**src/rtl/phy_pkg.sv**
```systemverilog
// Shared PHY definitions: K-code values used by the tx symbol mux and the rx deframer,
// the rx deframer state enum, packet type constants and the rx output payload bundle.
package phy_pkg;

    localparam int unsigned SYM_W = 8;

    // Control characters (valid only with the K flag set)
    localparam logic [SYM_W-1:0] K_STP = 8'hFB;
    localparam logic [SYM_W-1:0] K_SDP = 8'h5C;
    localparam logic [SYM_W-1:0] K_END = 8'hFD;
    localparam logic [SYM_W-1:0] K_EDB = 8'hFE;
    localparam logic [SYM_W-1:0] K_SKP = 8'h1C;
    localparam logic [SYM_W-1:0] K_IDL = 8'h7C;
    localparam logic [SYM_W-1:0] K_FTS = 8'h3C;
    localparam logic [SYM_W-1:0] K_COM = 8'hBC;

    localparam logic TYPE_TLP  = 1'b0;
    localparam logic TYPE_DLLP = 1'b1;

    typedef enum logic [1:0] {
        IDLE    = 2'd0,
        PKT     = 2'd1,
        DISCARD = 2'd2
    } rx_state_t;

    // One output beat towards the link layer
    typedef struct packed {
        logic [SYM_W-1:0] data;
        logic             valid;
        logic             sop;
        logic             eop;
        logic             err;
    } rx_out_t;

endpackage

```
**src/rtl/phy_rx_sym_classify.sv**
```systemverilog
// Combinational decode of one received symbol {k_in, data_in} into framing classes.
// Ports:
//   data_in, k_in   symbol byte and its control flag
//   is_data_c       plain data byte
//   is_start_c      STP or SDP; start_dllp_c marks SDP
//   is_end_c        END
//   is_edb_c        EDB (nullified end)
//   is_other_k_c    any other control character (SKP/IDL/FTS/COM/unknown)
module phy_rx_sym_classify
    import phy_pkg::*;
(
    input  logic [SYM_W-1:0] data_in,
    input  logic             k_in,
    output logic             is_data_c,
    output logic             is_start_c,
    output logic             start_dllp_c,
    output logic             is_end_c,
    output logic             is_edb_c,
    output logic             is_other_k_c
);

    always_comb begin
        is_data_c    = 1'b0;
        is_start_c   = 1'b0;
        start_dllp_c = 1'b0;
        is_end_c     = 1'b0;
        is_edb_c     = 1'b0;
        is_other_k_c = 1'b0;
        if (!k_in) begin
            is_data_c = 1'b1;
        end else begin
            case (data_in)
                K_STP:   is_start_c = 1'b1;
                K_SDP: begin
                    is_start_c   = 1'b1;
                    start_dllp_c = 1'b1;
                end
                K_END:   is_end_c = 1'b1;
                K_EDB:   is_edb_c = 1'b1;
                default: is_other_k_c = 1'b1;
            endcase
        end
    end

endmodule

```
**src/rtl/phy_rx_deframer.sv**
```systemverilog
// Receive-side deframer: strips STP/SDP ... END/EDB framing from the PHY symbol stream
// and emits payload bytes with SOP/EOP/ERR markers. Ordered sets and COM are dropped.
// Each payload byte is held until the next valid symbol decides whether it is the last.
// Optional build macro: PHY_RX_STATS_EN adds the good_cnt/bad_cnt packet counters.
// Ports:
//   clk, reset_l          clock, async active-low reset
//   data_in, k_in         symbol byte and control flag, qualified by valid_in
//   data_out, valid_out   payload byte and its one-cycle strobe
//   sop_out, eop_out      first / last payload byte markers
//   err_out               with eop_out: bad packet; alone: zero-length framing error
//   type_out              0 = TLP, 1 = DLLP for the current packet
//   good_cnt, bad_cnt     packet statistics (PHY_RX_STATS_EN only)
module phy_rx_deframer
    import phy_pkg::*;
#(
    parameter int unsigned MAX_LEN = 64
`ifdef PHY_RX_STATS_EN
    , parameter int unsigned CNT_W = 16
`endif
) (
    input  logic             clk,
    input  logic             reset_l,
    input  logic [SYM_W-1:0] data_in,
    input  logic             k_in,
    input  logic             valid_in,
    output logic [SYM_W-1:0] data_out,
    output logic             valid_out,
    output logic             sop_out,
    output logic             eop_out,
    output logic             err_out,
    output logic             type_out
`ifdef PHY_RX_STATS_EN
    , output logic [CNT_W-1:0] good_cnt
    , output logic [CNT_W-1:0] bad_cnt
`endif
);

    localparam int unsigned LEN_W = $clog2(MAX_LEN + 1);

    logic is_data_c, is_start_c, start_dllp_c, is_end_c, is_edb_c, is_other_k_c;

    rx_state_t        state_q, state_d;
    logic [SYM_W-1:0] hold_q, hold_d;
    logic             hold_sop_q, hold_sop_d;
    logic [LEN_W-1:0] len_q, len_d;
    logic             type_q, type_d;
    rx_out_t          out_q, out_d;

    // Per-symbol emit decision, folded into out_d after the FSM case
    logic emit_c, last_c, bad_c;

    phy_rx_sym_classify u_classify (
        .data_in      (data_in),
        .k_in         (k_in),
        .is_data_c    (is_data_c),
        .is_start_c   (is_start_c),
        .start_dllp_c (start_dllp_c),
        .is_end_c     (is_end_c),
        .is_edb_c     (is_edb_c),
        .is_other_k_c (is_other_k_c)
    );

    // Next-state, hold register and output beat
    always_comb begin
        state_d    = state_q;
        hold_d     = hold_q;
        hold_sop_d = hold_sop_q;
        len_d      = len_q;
        type_d     = type_q;
        emit_c     = 1'b0;
        last_c     = 1'b0;
        bad_c      = 1'b0;

        if (valid_in) begin
            case (state_q)
                IDLE: begin
                    if (is_start_c) begin
                        state_d = PKT;
                        type_d  = start_dllp_c;
                        len_d   = '0;
                    end
                end
                PKT: begin
                    if (is_data_c) begin
                        if (len_q < LEN_W'(MAX_LEN)) begin
                            // Previous held byte is now known not to be the last
                            emit_c     = (len_q != '0);
                            hold_d     = data_in;
                            hold_sop_d = (len_q == '0);
                            len_d      = len_q + LEN_W'(1);
                        end else begin
                            emit_c  = 1'b1;
                            last_c  = 1'b1;
                            bad_c   = 1'b1;
                            state_d = DISCARD;
                        end
                    end else if (is_end_c || is_edb_c) begin
                        emit_c  = (len_q != '0);
                        last_c  = (len_q != '0);
                        bad_c   = is_edb_c || (len_q == '0);
                        state_d = IDLE;
                    end else if (is_start_c) begin
                        // Missing end: close the old packet as bad, open the new one
                        emit_c  = (len_q != '0);
                        last_c  = (len_q != '0);
                        bad_c   = 1'b1;
                        type_d  = start_dllp_c;
                        len_d   = '0;
                    end else if (is_other_k_c) begin
                        emit_c  = (len_q != '0);
                        last_c  = (len_q != '0);
                        bad_c   = 1'b1;
                        state_d = IDLE;
                    end
                end
                DISCARD: begin
                    if (is_end_c || is_edb_c) begin
                        state_d = IDLE;
                    end else if (is_start_c) begin
                        state_d = PKT;
                        type_d  = start_dllp_c;
                        len_d   = '0;
                    end
                end
                default: state_d = IDLE;
            endcase
        end

        out_d       = '0;
        out_d.data  = emit_c ? hold_q : out_q.data;
        out_d.valid = emit_c;
        out_d.sop   = emit_c & hold_sop_q;
        out_d.eop   = last_c;
        out_d.err   = bad_c;
    end

    // State, hold and output registers
    always_ff @(posedge clk or negedge reset_l) begin
        if (!reset_l) begin
            state_q    <= IDLE;
            hold_q     <= '0;
            hold_sop_q <= 1'b0;
            len_q      <= '0;
            type_q     <= TYPE_TLP;
            out_q      <= '0;
        end else begin
            state_q    <= state_d;
            hold_q     <= hold_d;
            hold_sop_q <= hold_sop_d;
            len_q      <= len_d;
            type_q     <= type_d;
            out_q      <= out_d;
        end
    end

    assign data_out  = out_q.data;
    assign valid_out = out_q.valid;
    assign sop_out   = out_q.sop;
    assign eop_out   = out_q.eop;
    assign err_out   = out_q.err;
    assign type_out  = type_q;

`ifdef PHY_RX_STATS_EN
    // Packet statistics, counted on the same edge that launches EOP / lone ERR
    always_ff @(posedge clk or negedge reset_l) begin
        if (!reset_l) begin
            good_cnt <= '0;
            bad_cnt  <= '0;
        end else begin
            good_cnt <= good_cnt + CNT_W'(out_d.eop & ~out_d.err);
            bad_cnt  <= bad_cnt + CNT_W'(out_d.err);
        end
    end
`endif

endmodule

```
**config.mk**
```make
export PLATFORM = sky130hd
export DESIGN_NAME = phy_rx_deframer
export DESIGN_NICKNAME = d
export VERILOG_FILES = /design/src/rtl/phy_pkg.sv /design/src/rtl/phy_rx_sym_classify.sv /design/src/rtl/phy_rx_deframer.sv
export SDC_FILE = /design/constraint.sdc
export NUM_CORES = 1
export LEC_CHECK = 0
export ABC_AREA = 1
export CAP_MARGIN = 20
export CORE_ASPECT_RATIO = 1.5
export CORE_UTILIZATION = 27
export DETAILED_ROUTE_END_ITERATION = 10
export GPL_TIMING_DRIVEN = 0
export PLACE_DENSITY = 0.48
export SYNTH_ARGS = -nofsm -noshare
export SYNTH_HDL_FRONTEND = slang
export SYNTH_SLANG_ARGS = --single-unit
```
**constraint.sdc**
```tcl
create_clock -name clk -period 1.9 [get_ports clk]
set_clock_uncertainty 0.15 [all_clocks]
set_input_delay 0.19 -clock clk [delete_from_list [all_inputs] [get_ports clk]]
set_output_delay 0.19 -clock clk [all_outputs]
set_load 0.005 [all_outputs]
```
# --- Word-level counts from Yosys, hierarchy flattened ---
# Cells that the tools add are included.
totals:
  regBits: 31
  input_bits: 12
  out_inout_bits: 13
  word_cells: 81
classes:
  addsub: 1
  n_lt_le_gt_ge: 1
  eq_ne: 11
  muxes: 44
  bitwise: 2
  n_reduce_logical: 12
ops:
  columns: ["operator", "n"]
  rows:
  - ["1-bit two-way mux", 30]
  - ["7-bit two-way mux", 4]
  - ["8-bit equality test, second input constant", 3]
  - ["7-bit one-hot mux with 3 select lines", 1]
  - ["2-bit two-way mux", 7]
  - ["8-bit by 7-bit equality test with 1-bit output, second input constant", 1]
  - ["4-bit inequality test, second input constant", 2]
  - ["4-bit AND reduction", 2]
  - ["7-bit by 1-bit adder with 7-bit output, second input constant", 1]
  - ["7-bit zero test", 1]
  - ["7-bit less-than comparator, second input constant", 1]
  - ["7-bit nonzero test", 1]
  - ["3-bit inequality test, second input constant", 2]
  - ["2-bit one-hot mux with 3 select lines", 1]
  - ["3-bit AND reduction", 2]
  - ["4-bit OR reduction", 1]
  - ["1-bit one-hot mux with 3 select lines", 1]
  - ["3-bit nonzero test", 1]
  - ["2-bit by 1-bit equality test with 1-bit output, second input constant", 1]
  - ["2-bit equality test, second input constant", 1]
  - ["2-bit zero test", 1]
  - ["1-bit logical OR", 2]
  - ["2-bit inequality test, second input constant", 1]
  - ["2-bit OR reduction", 1]
  - ["other kinds (2)", 2]

# --- Logic depth before layout (Yosys ltp) ---
# Gate-level depths: netlist of the first run.
depth:
  depth_word: 11
  ltp_mapped: 12
  depth_no_buf: 12

# --- By module ---
# Synthesis of the first run repeated with hierarchy kept, for this count alone.
hier_totals:
  cells_unflattened: 208
  area_unflattened_um2: 1697.9
by_module_without_submodules:
  columns: ["mod", "instances", "cells_per_inst", "area_each_um2"]
  rows:
  - ["phy_rx_deframer", 1, 180, 1564.0]
  - ["phy_rx_sym_classify", 1, 28, 133.9]

# --- Worst setup path before layout of the first run ---
# OpenSTA, ideal clock, no wires.
synth_timing:
  path_type: "register to register"
  from: "reg state_q[1]"
  to: "reg len_q[0]"
  arrival_time_ns: 1.348
  path_slack_ns: 0.339
  path_stages_with_launch: 13
  period_less_slack_ns: 1.561
  cell_sequence: "dfrtp_1 inv_1 ha_1 inv_2 nor2_2 inv_2 nor3_2 inv_2 nor2_1 inv_1 nand2_1 nand2_1 inv_1"
synth_via:
  elab_chain_cells: 3
  elab_cells_between_ends: 7
  classes_between: "eq/ne: 3; mux: 1; reduce/logical: 3"
synth_lines:
  columns: ["element", "line_no", "rtl"]
  rows:
  - ["from (decl)", "phy_rx_deframer.sv:42", "rx_state_t state_q, state_d;"]
  - ["from (signal assigned)", "phy_rx_deframer.sv:147", "state_q <= state_d;"]
  - ["2-bit by 1-bit equality test with 1-bit output, or another cell as far along", "phy_rx_deframer.sv:75", "case (state_q)"]
  - ["3-bit inequality test (no line) / 3-bit nonzero test (equally long branches)", null, null]
  - ["3-bit AND reduction (no line)", null, null]
  - ["to (signal assigned)", "phy_rx_deframer.sv:150", "len_q <= len_d;"]
  - ["to (decl)", "phy_rx_deframer.sv:45", "logic [LEN_W-1:0] len_q, len_d;"]
# Several ways; a longest one is shown, not always the timed one.
# A chain may end at the register's enable or synchronous reset.

# --- Worst setup path in the final report of the first run ---
# Ends and elaborated chain as after synthesis.

==> impl_summary.txt, run 1 <==
----------------------------------------------------
[Route]
  TritonRoute pass-1 iters ... 4
  Via total after detailed routing ... 1454
  First-iteration detailed-routing DRC count ... 69
  Count of antenna-violating nets left after detailed routing ... 0
  Post-detailed-route wirelength per cell ... 11.91 um
  Wire length after detailed routing ... 3908 um
  Drt drc ... 0
  Routed via count divided by cell count ... 4.433

[Place]
  Count of input and output buffers ... 24
  Detailed placement HPWL ... 2990 um
  Routability-driven placement congestion ratio ... 0.7750

[Flow run]
  Number of violations of the max-capacitance limit ... 0

[GRT]
  Grt ovf ... 0
  First-pass GRT wire length ... 6527 um
  Global-route usage over all layers ... 0.1314
  Maximum number of pins on one net before global-route repair ... 32
  Initial antenna violation count ... 0
  Vias in the first global route ... 1445

[Synthesis]
  Commonest register cell after synthesis ... sky130_fd_sc_hd__dfrtp_1
  Synthesized netlist net count ... 241
  Share of flip-flops with an asynchronous set or reset after synthesis ... 1.000
  Mux cell area share after synthesis ... 0
  Compound-cell area share of the yosys netlist ... 0.07778
  Biggest area consumer among synthesized cells ... sky130_fd_sc_hd__dfrtp_1
  Cell variety after synth ... 22
  Simple-gate share of the synthesized area ... 0.3178
  Adder and majority gate portion of the synthesized area ... 0.04444
  Total of flip-flops plus latches after synthesis ... 31
  Post-synth design cell area ... 1689 um^2
  Count of synthesis-stage warnings from yosys ... 0
  Sequential area share after synthesis ... 0.4593
  Most frequent cell after synthesis ... sky130_fd_sc_hd__nand2_1
  Biggest area contributors in the synthesized netlist ... sky130_fd_sc_hd__dfrtp_1, sky130_fd_sc_hd__nand2_1, sky130_fd_sc_hd__inv_1, sky130_fd_sc_hd__ha_1, sky130_fd_sc_hd__o21ai_1
  Post-synth EDFFs ... 0
  Area fraction of the dominant cell type after synthesis ... 0.4593
  Cells after synthesis ... 223
  Most numerous cell types in the synthesized netlist ... sky130_fd_sc_hd__nand2_1, sky130_fd_sc_hd__dfrtp_1, sky130_fd_sc_hd__inv_1
  Largest family of logic cells by synthesized area ... simple AND/OR/NAND/NOR gates
  Synth Area per Inst ... 7.575 um^2
  Xor and xnor fraction of the mapped netlist area ... 0.01037

[Layout]
  Final-stage net count ... 273
  Antenna cells ... 0
  Filler Cell Count ... 660
  Layout overhead on the synthesized area ... 27.78%
  Fraction of final layout cells with drive strength greater than 1 ... 0.1406
  Layout Utilization ... 0.3650

[Setup path]
  Crit-path max FO ... 4
  Critical path capture point type ... register
  CP required ... 1970 ps
  Setup Crit Path Kind ... reg -> reg
  Critical path data arrival time ... 1820 ps
  Startpoint kind of the worst setup timing path ... register

[STA]
  RSZ-0062 raised after global routing ... false
  Rel. slew slack ... 0.5317
  Min cycle time layout ... 1747 ps
  Final Setup Violations ... 0
  Slew Limit Fails ... 0
  Transition time of the tightest slew-check pin ... 702.5 ps
  Hold Fails Final Rpt ... 0
  Maximum operating frequency ... 0.5725 GHz
  Final Cycle Share ... 0.9193

[Clock network]
  Clk slew on worst S/H paths ... 70 ps
  Latest clock arrival within the worst-skew pair ... 280 ps
  Number of clock sinks ... 31
  Cts bufs inserted ... 5
  Cell at the root of the clock tree ... sky130_fd_sc_hd__clkbuf_8
  Clock Path Buffers ... 2
  H-tree Lvls ... 2
  CTS tree ... built

[Floorplan]
  Area of the die ... 6583 um^2
  Starting density of the core ... 0.2857
  Core area ... 5913 um^2
  Horizontal die dimension ... 66.58 um
  Count of standard-cell rows ... 34
  Die height ... 98.87 um
  Boundary pin count ... 25

[Pwr]
  Cell area power density ... 1039 nW/um^2
  Leak ... 1.107 nW
  Total Power ... 2.242 mW
  Max VDD drop ... 0.3604 mV

[Outcome]
  Result of the run ... finished, final reports clean

[Hold path]
  Worst hold path type ... reg -> reg

----------------------------------------------------
==> critical path, cell delays in order, from the launching register on <==
cell and delay (ps):
sky130_fd_sc_hd__dfrtp_1 420, sky130_fd_sc_hd__inv_1 140, sky130_fd_sc_hd__ha_4 170, sky130_fd_sc_hd__inv_2 40, sky130_fd_sc_hd__nor2_2 140, sky130_fd_sc_hd__inv_2 70
sky130_fd_sc_hd__nor3_2 140, sky130_fd_sc_hd__inv_2 70, sky130_fd_sc_hd__nor2_1 130, sky130_fd_sc_hd__inv_1 70, sky130_fd_sc_hd__nand2_1 60, sky130_fd_sc_hd__nand2_1 50
sky130_fd_sc_hd__inv_1 40
==> power breakdown <==
group / switching, mW / internal [mW] / total, mW
combinational: 0.348 / 0.295 / 0.643
sequential: 0.0884 / 0.827 / 0.916
clock: 0.258 / 0.424 / 0.683
==> cells in the final DEF (no fill, tap or decap) <==
cell type / instances
sky130_fd_sc_hd__o21ai_0: 1
sky130_fd_sc_hd__nand3_1: 13
sky130_fd_sc_hd__o21bai_1: 1
sky130_fd_sc_hd__nor3_2: 3
sky130_fd_sc_hd__a21oi_2: 1
sky130_fd_sc_hd__xnor2_1: 1
sky130_fd_sc_hd__ha_1: 5
sky130_fd_sc_hd__buf_2: 3
sky130_fd_sc_hd__dfrtp_1: 31
sky130_fd_sc_hd__inv_2: 9
sky130_fd_sc_hd__nor2_1: 18
sky130_fd_sc_hd__bufinv_16: 1
sky130_fd_sc_hd__nand2_2: 3
sky130_fd_sc_hd__dlygate4sd3_1: 1
sky130_fd_sc_hd__nand4_1: 4
sky130_fd_sc_hd__inv_1: 26
sky130_fd_sc_hd__xor2_1: 1
sky130_fd_sc_hd__nor3_1: 1
sky130_fd_sc_hd__clkinv_2: 1
sky130_fd_sc_hd__buf_6: 1
sky130_fd_sc_hd__o21ai_1: 15
sky130_fd_sc_hd__a311oi_1: 1
sky130_fd_sc_hd__ha_4: 1
sky130_fd_sc_hd__a21oi_1: 6
sky130_fd_sc_hd__nor2_2: 4
sky130_fd_sc_hd__nand2_1: 72
sky130_fd_sc_hd__nand3_2: 3
sky130_fd_sc_hd__clkbuf_8: 6
sky130_fd_sc_hd__clkdlybuf4s50_1: 23
==> through the flow <==
step	instances	TNS [ps]	hold WS, ps	cell area, um^2	worst slack (ps)
2_1_floorplan	223	0	-255.6	1689	339.2
3_3_place_gp	319	-6257	306.3	2019	-201.5
3_5_place_dp	319	-79.79	137.0	2014	-41.86
4_1_cts	328	0	328.3	2142	81.82
5_1_grt	328	0	352.0	2158	3.760
6_report	328	0	320.6	2158	153.4
==> area by class of cell <==
| class | count | area, um^2 | area share |
|---|---|---|---|
| multi-input cells | 154 | 777.0 | 0.3600 |
| plain buffers | 3 | 21.27 | 0.009855 |
| flip-flops and latches | 31 | 775.7 | 0.3594 |
| clock buffers | 6 | 82.58 | 0.03826 |
| well taps | 72 | 90.09 | 0.04174 |
| repair buffers | 25 | 245.2 | 0.1136 |
| inverters | 35 | 131.4 | 0.06087 |
| clock inverters | 2 | 35.03 | 0.01623 |
==> worst paths after layout <==
kind                       startpoint     endpoint  slack [ps]  cells after the start
setup / recovery           state_q[1]     len_q[0]         150                     12
hold / removal              hold_q[7]  data_out[7]         320                      2
setup reg to reg           state_q[1]     len_q[0]         150                     12
hold reg to reg             hold_q[7]  data_out[7]         320                      2
max in group asynchronous     reset_l  data_out[7]         800                      2
min in group asynchronous     reset_l  data_out[4]         340                      2
==> state kept, by name (all words and copies together), names as in the netlist <==
name        count
data_out        8
eop_out         1
err_out         1
hold_q          8
hold_sop_q      1
len_q           7
sop_out         1
state_q         2
type_out        1
valid_out       1
==> routing by layer <==
metal	GRT usage	vias to the layer above	wire [um]
met1	0.1404	664	1567
met3	0.02778	5	150
met2	0.2409	27	2123
met5	0	-	0
li1	-	758	-
met4	0.05237	0	67
==> logic make-up after synthesis <==
family / Yosys count
XOR/XNOR: 2
AND/OR/NAND/NOR: 121
buffers and inverters: 38
flip-flops: 31
adder cells (fa/ha/maj): 6
AO/OA/AOI/OAI: 25
==> repair_timing <==
| item | 4_1_cts | 5_1_grt |
|---|---|---|
| hold buffers | 1 | 0 |
| resized for setup | 0 | 4 |
| setup endpoints to repair | 0 | 3 |
| buffers inserted | 0 | 0 |
| endpoints found under the hold margin | 31 | 0 |
No activity file was read; power rests on OpenSTA's default activity.
==> inputs of run 2 (changes only) <==
--- a/config.mk
+++ b/config.mk
@@ -12,6 +12,7 @@
 export DETAILED_ROUTE_END_ITERATION = 10
 export GPL_TIMING_DRIVEN = 0
 export PLACE_DENSITY = 0.48
+export SLEW_MARGIN = 20
 export SYNTH_ARGS = -nofsm -noshare
 export SYNTH_HDL_FRONTEND = slang
 export SYNTH_SLANG_ARGS = --single-unit
==> impl_summary.txt, run 2 (synthesis gave the netlist of run 1 again) <==
----------------------------------------------------
[Outcome]
  Result of the run ... finished, final reports clean

[Pwr]
  Leak ... 1.111 nW
  Max VDD drop ... 0.2884 mV
  Cell area power density ... 971.8 nW/um^2

[Setup path]
  CP required ... 1970 ps
  Register-to-register setup slack ... 140 ps
  R2R Path End ... len_q[0]
  Worst R2R Start ... state_q[1]
  Crit-path max FO ... 4
  Worst reg-to-reg path cell count ... 12
  Critical path data arrival time ... 1830 ps
  Startpoint kind of the worst setup timing path ... register
  Setup Crit Path Kind ... reg -> reg
  Critical path capture point type ... register
  Critical path launch point ... state_q[1]

[Layout]
  Antenna cells ... 0
  Fraction of final layout cells with drive strength greater than 1 ... 0.1440
  Final-stage net count ... 275
  Sequential Area ... 775.7 um^2
  Area taken by multi-input logic gates ... 777.0 um^2
  Non-Filler Cell Area, Final ... 2163 um^2
  Layout overhead on the synthesized area ... 28.07%
  Filler Cell Count ... 661
  Number of cells in the finished layout apart from fillers ... 329
  Layout Utilization ... 0.3658
  Commonest non-fill, non-tap cells in the layout ... sky130_fd_sc_hd__nand2_1, sky130_fd_sc_hd__dfrtp_1, sky130_fd_sc_hd__inv_1
  Most common cell after layout, fill and taps aside ... sky130_fd_sc_hd__nand2_1

[GRT]
  Grt ovf ... 0
  GR Util met1 ... 0.1348
  Initial antenna violation count ... 0
  First-pass GRT wire length ... 6575 um
  Met3 demand-to-capacity share in global routing ... 0.02894
  Layer carrying the most global-route usage ... met2
  Vias in the first global route ... 1474
  Global-route usage over all layers ... 0.1328
  Met2 usage in global routing ... 0.2525
  Maximum number of pins on one net before global-route repair ... 21

[Route]
  Drt drc ... 0
  Count of antenna-violating nets left after detailed routing ... 0
  Via total after detailed routing ... 1449
  Post-detailed-route wirelength per cell ... 11.81 um
  TritonRoute pass-1 iters ... 4
  First-iteration detailed-routing DRC count ... 61
  Routed via count divided by cell count ... 4.404
  Wire length after detailed routing ... 3887 um

[Floorplan]
  Horizontal die dimension ... 66.58 um
  Die height ... 98.87 um
  Area of the die ... 6583 um^2
  Boundary pin count ... 25
  Starting density of the core ... 0.2857
  Core area ... 5913 um^2
  Count of standard-cell rows ... 34

[Clock network]
  Cell at the root of the clock tree ... sky130_fd_sc_hd__clkbuf_8
  Cts bufs inserted ... 5
  Clk slew on worst S/H paths ... 70 ps
  Latest clock arrival within the worst-skew pair ... 280 ps
  Clock Path Buffers ... 2
  H-tree Lvls ... 2
  CTS tree ... built
  Number of clock sinks ... 31

[Place]
  Area post-placement ... 2042 um^2
  Detailed placement HPWL ... 3089 um
  Count of placed standard cells including taps ... 320
  Count of input and output buffers ... 24
  Routability-driven placement congestion ratio ... 0.7750
  Worst slack at placement ... -51.33 ps

[STA]
  Worst-case setup margin in the final layout ... 138.6 ps
  Transition time of the tightest slew-check pin ... 334.2 ps
  Rel. slew slack ... 0.7772
  Hold Fails Final Rpt ... 0
  Final Setup Violations ... 0
  Maximum operating frequency ... 0.5677 GHz
  Final Cycle Share ... 0.9271
  Slew Limit Fails ... 0
  Min cycle time layout ... 1761 ps
  RSZ-0062 raised after global routing ... false
  Post-Route Hold Slack ... 204.0 ps

[Flow run]
  Number of violations of the max-capacitance limit ... 0

[Hold path]
  Worst hold path type ... in -> async

----------------------------------------------------
run 2: area by class of cell:
type / count / share of cell area
flip-flops and latches: 31 / 0.3586
clock inverters: 1 / 0.002313
inverters: 35 / 0.06073
plain buffers: 3 / 0.009832
multi-input cells: 154 / 0.3592
clock buffers: 6 / 0.03817
well taps: 72 / 0.04164
repair buffers: 27 / 0.1296
run 2: per-layer routing:
layer | share of wire | wire [um]
met1 | 0.41 | 1591
met2 | 0.54 | 2109
met3 | 0.031 | 122
met4 | 0.016 | 63
met5 | 0 | 0
run 2: critical path, stage by stage, from the launching register on:
cell                      delay [ps]
sky130_fd_sc_hd__dfrtp_1         420
sky130_fd_sc_hd__inv_1           140
sky130_fd_sc_hd__ha_4            170
sky130_fd_sc_hd__inv_2            30
sky130_fd_sc_hd__nor2_2          140
sky130_fd_sc_hd__inv_2            70
sky130_fd_sc_hd__nor3_2          140
sky130_fd_sc_hd__inv_2            70
sky130_fd_sc_hd__nor2_1          130
sky130_fd_sc_hd__inv_1            70
sky130_fd_sc_hd__nand2_1          70
sky130_fd_sc_hd__nand2_1          50
sky130_fd_sc_hd__inv_1            40
run 2: through the flow:
stage	power, mW	setup TNS, ps
after floorplan	1.296	0
after global placement	1.565	-6257
after detailed placement	1.579	-78.62
after CTS	2.127	0
after global routing	2.277	0
final	2.102	0
run 2: repair_timing:
action	in CTS	in global routing
hold endpoints to repair	31	0
buffers inserted	0	1
resized for setup	0	4
hold buffers	1	0
endpoints found under the setup margin	0	3
run 2: how the worst max path moves through the flow:
stage	to	slack (ps)	cells after the start
2_1_floorplan	len_q[0]	340	12
3_3_place_gp	state_q[0]	-200	1
3_5_place_dp	len_q[2]	-50	10
4_1_cts	len_q[0]	70	12
5_1_grt	len_q[2]	3	9
6_report	len_q[0]	140	12
run 2: power breakdown:
| group | leakage, nW | total [mW] | switching, mW | internal [mW] |
|---|---|---|---|---|
| combinational | 0.661 | 0.659 | 0.352 | 0.307 |
| sequential | 0.403 | 0.913 | 0.0853 | 0.828 |
| clock | 0.0470 | 0.530 | 0.246 | 0.284 |
==> inputs of run 3 (changes only) <==
--- a/config.mk
+++ b/config.mk
@@ -8,10 +8,10 @@
 export ABC_AREA = 1
 export CAP_MARGIN = 20
 export CORE_ASPECT_RATIO = 1.5
-export CORE_UTILIZATION = 27
+export CORE_UTILIZATION = 40
 export DETAILED_ROUTE_END_ITERATION = 10
 export GPL_TIMING_DRIVEN = 0
-export PLACE_DENSITY = 0.48
+export PLACE_DENSITY = 0.64
 export SLEW_MARGIN = 20
 export SYNTH_ARGS = -nofsm -noshare
 export SYNTH_HDL_FRONTEND = slang
==> impl_summary.txt, run 3 (synthesis gave the netlist of run 1 again) <==
----------------------------------------------------
[Clock network]
  H-tree Lvls ... 2
  CTS tree ... built
  Latest clock arrival within the worst-skew pair ... 280 ps
  Number of clock sinks ... 31
  Clk slew on worst S/H paths ... 60 ps
  Clock Path Buffers ... 2
  Buffers inserted by post-CTS timing repair ... 0
  Cell at the root of the clock tree ... sky130_fd_sc_hd__clkbuf_8
  Cts bufs inserted ... 5

[Hold path]
  Worst hold path type ... reg -> reg

[Layout]
  Sequential Area ... 775.7 um^2
  Commonest non-fill, non-tap cells in the layout ... sky130_fd_sc_hd__nand2_1, sky130_fd_sc_hd__dfrtp_1, sky130_fd_sc_hd__inv_1
  Fraction of final layout cells with drive strength greater than 1 ... 0.1406
  Most common cell after layout, fill and taps aside ... sky130_fd_sc_hd__nand2_1
  Antenna cells ... 0
  Final-stage net count ... 273
  Layout overhead on the synthesized area ... 25.70%
  Filler Cell Count ... 405
  Area taken by multi-input logic gates ... 775.7 um^2

[Outcome]
  Result of the run ... finished, final reports clean

[Setup path]
  Critical path data arrival time ... 1760 ps
  Startpoint kind of the worst setup timing path ... register
  Cell at the slowest stage of the critical path ... sky130_fd_sc_hd__dfrtp_1
  Worst-path cell chain ... ha_1 > inv_1 > nand2_1 > a21oi_1 > nand2_2 > inv_2 > nand2_1 > nand2_1 > o21ai_1
  Crit-path max FO ... 4
  Most common cell type on the critical path ... sky130_fd_sc_hd__nand2_1
  Setup Crit Path Kind ... reg -> reg
  CP required ... 1910 ps
  Delay of the slowest cell on the worst path ... 420 ps
  Critical path capture point type ... register

[STA]
  Worst-case setup margin in the final layout ... 152.8 ps
  Rel. slew slack ... 0.5403
  Slew Limit Fails ... 0
  Hold Fails Final Rpt ... 0
  Min cycle time layout ... 1747 ps
  Total Negative Setup Slacks ... 0 ps
  Final Cycle Share ... 0.9196
  Transition time of the tightest slew-check pin ... 689.6 ps
  RSZ-0062 raised after global routing ... false
  Maximum operating frequency ... 0.5724 GHz
  Final Setup Violations ... 0

[Pwr]
  Portion of total power attributed to the clock network ... 0.300
  Internal Power ... 1.546 mW
  Sequential cell fraction of total power ... 0.412
  Leak ... 1.107 nW
  Cell area power density ... 1044 nW/um^2
  Fraction of power consumed by combinational cells ... 0.288
  Proportion of total power due to net switching ... 0.3023
  Max VDD drop ... 0.9012 mV
  Total net switching power ... 669.8 uW

[GRT]
  Global-route usage over all layers ... 0.1804
  Maximum number of pins on one net before global-route repair ... 32
  Grt ovf ... 0
  First-pass GRT wire length ... 5809 um
  Vias in the first global route ... 1440
  Initial antenna violation count ... 0

[Route]
  Post-detailed-route wirelength per cell ... 11.29 um
  Wire length after detailed routing ... 3399 um
  Routed via count divided by cell count ... 4.781
  Via total after detailed routing ... 1439
  First-iteration detailed-routing DRC count ... 26
  Count of antenna-violating nets left after detailed routing ... 0
  Drt drc ... 0
  TritonRoute pass-1 iters ... 4

[Floorplan]
  Horizontal die dimension ... 55.06 um
  Die height ... 81.59 um
  Area of the die ... 4492 um^2
  Starting density of the core ... 0.4229
  Count of standard-cell rows ... 28
  Core area ... 3994 um^2
  Boundary pin count ... 25

[Place]
  Worst slack at placement ... -30.98 ps
  Count of input and output buffers ... 24
  Detailed placement HPWL ... 2611 um
  Routability-driven placement congestion ratio ... 0.8600

[Flow run]
  Number of violations of the max-capacitance limit ... 0

----------------------------------------------------
run 3: changes by cell type in the layout (fill, tap and decap cells not counted), sizes merged:
cell and change:
buf -2, bufinv +1
run 3: routing by layer:
layer  track usage  share of wire
met5             0              0
met3       0.05000          0.040
met2        0.3349           0.53
met1        0.1750           0.42
met4       0.08000          0.012
run 3: repair_timing:
| item | 4_1_cts | 5_1_grt |
|---|---|---|
| setup endpoints to repair | 0 | 2 |
| resized for setup | 0 | 4 |
| hold endpoints to repair | 31 | 0 |
| hold buffers | 1 | 0 |
run 3: metrics by stage:
stage	hold WS (ps)	power, mW	utilization	std cells	area (um^2)
2_1_floorplan	-255.6	1.296	-	223	1689
4_1_cts	331.9	2.234	0.5279	301	2108
3_5_place_dp	124.6	1.555	0.4959	292	1981
5_1_grt	354.0	2.410	0.5316	301	2123
6_report	324.8	2.216	0.5316	301	2123
3_3_place_gp	306.7	1.546	0.4972	292	1986
run 3: worst paths after layout:
check	cells past startpoint	to	slack (ps)	startpoint
setup / recovery	9	len_q[2]	150	state_q[0]
hold / removal	2	data_out[0]	320	data_out[0]
setup reg to reg	9	len_q[2]	150	state_q[0]
hold reg to reg	2	data_out[0]	320	data_out[0]
max in group asynchronous	2	err_out	820	reset_l
min in group asynchronous	2	hold_q[6]	330	reset_l
run 3: area by class of cell:
| type | instances | area share |
|---|---|---|
| tap | 45 | 0.02652 |
| timing repair buffer | 25 | 0.1155 |
| multi-input combinational | 154 | 0.3653 |
| sequential | 31 | 0.3653 |
| clock buffer | 6 | 0.03889 |
| clock inverter | 2 | 0.01650 |
| buffer | 3 | 0.01002 |
| inverter | 35 | 0.06187 |
run 3: critical path: cells and delay by family (launching register included):
family                   cells  cell delay (ps)
buffers and inverters        2              140
flip-flops                   1              420
adder cells (fa/ha/maj)      1              230
AO/OA/AOI/OAI                2              320
AND/OR/NAND/NOR              4              380
run 3: power groups by stage:
stage	Combinational [mW]	Clock, mW	Sequential (mW)
2_1_floorplan	0.378	0	0.919
3_3_place_gp	0.625	0	0.922
3_5_place_dp	0.629	0	0.926
4_1_cts	0.636	0.684	0.914
5_1_grt	0.750	0.718	0.942
6_report	0.637	0.665	0.914
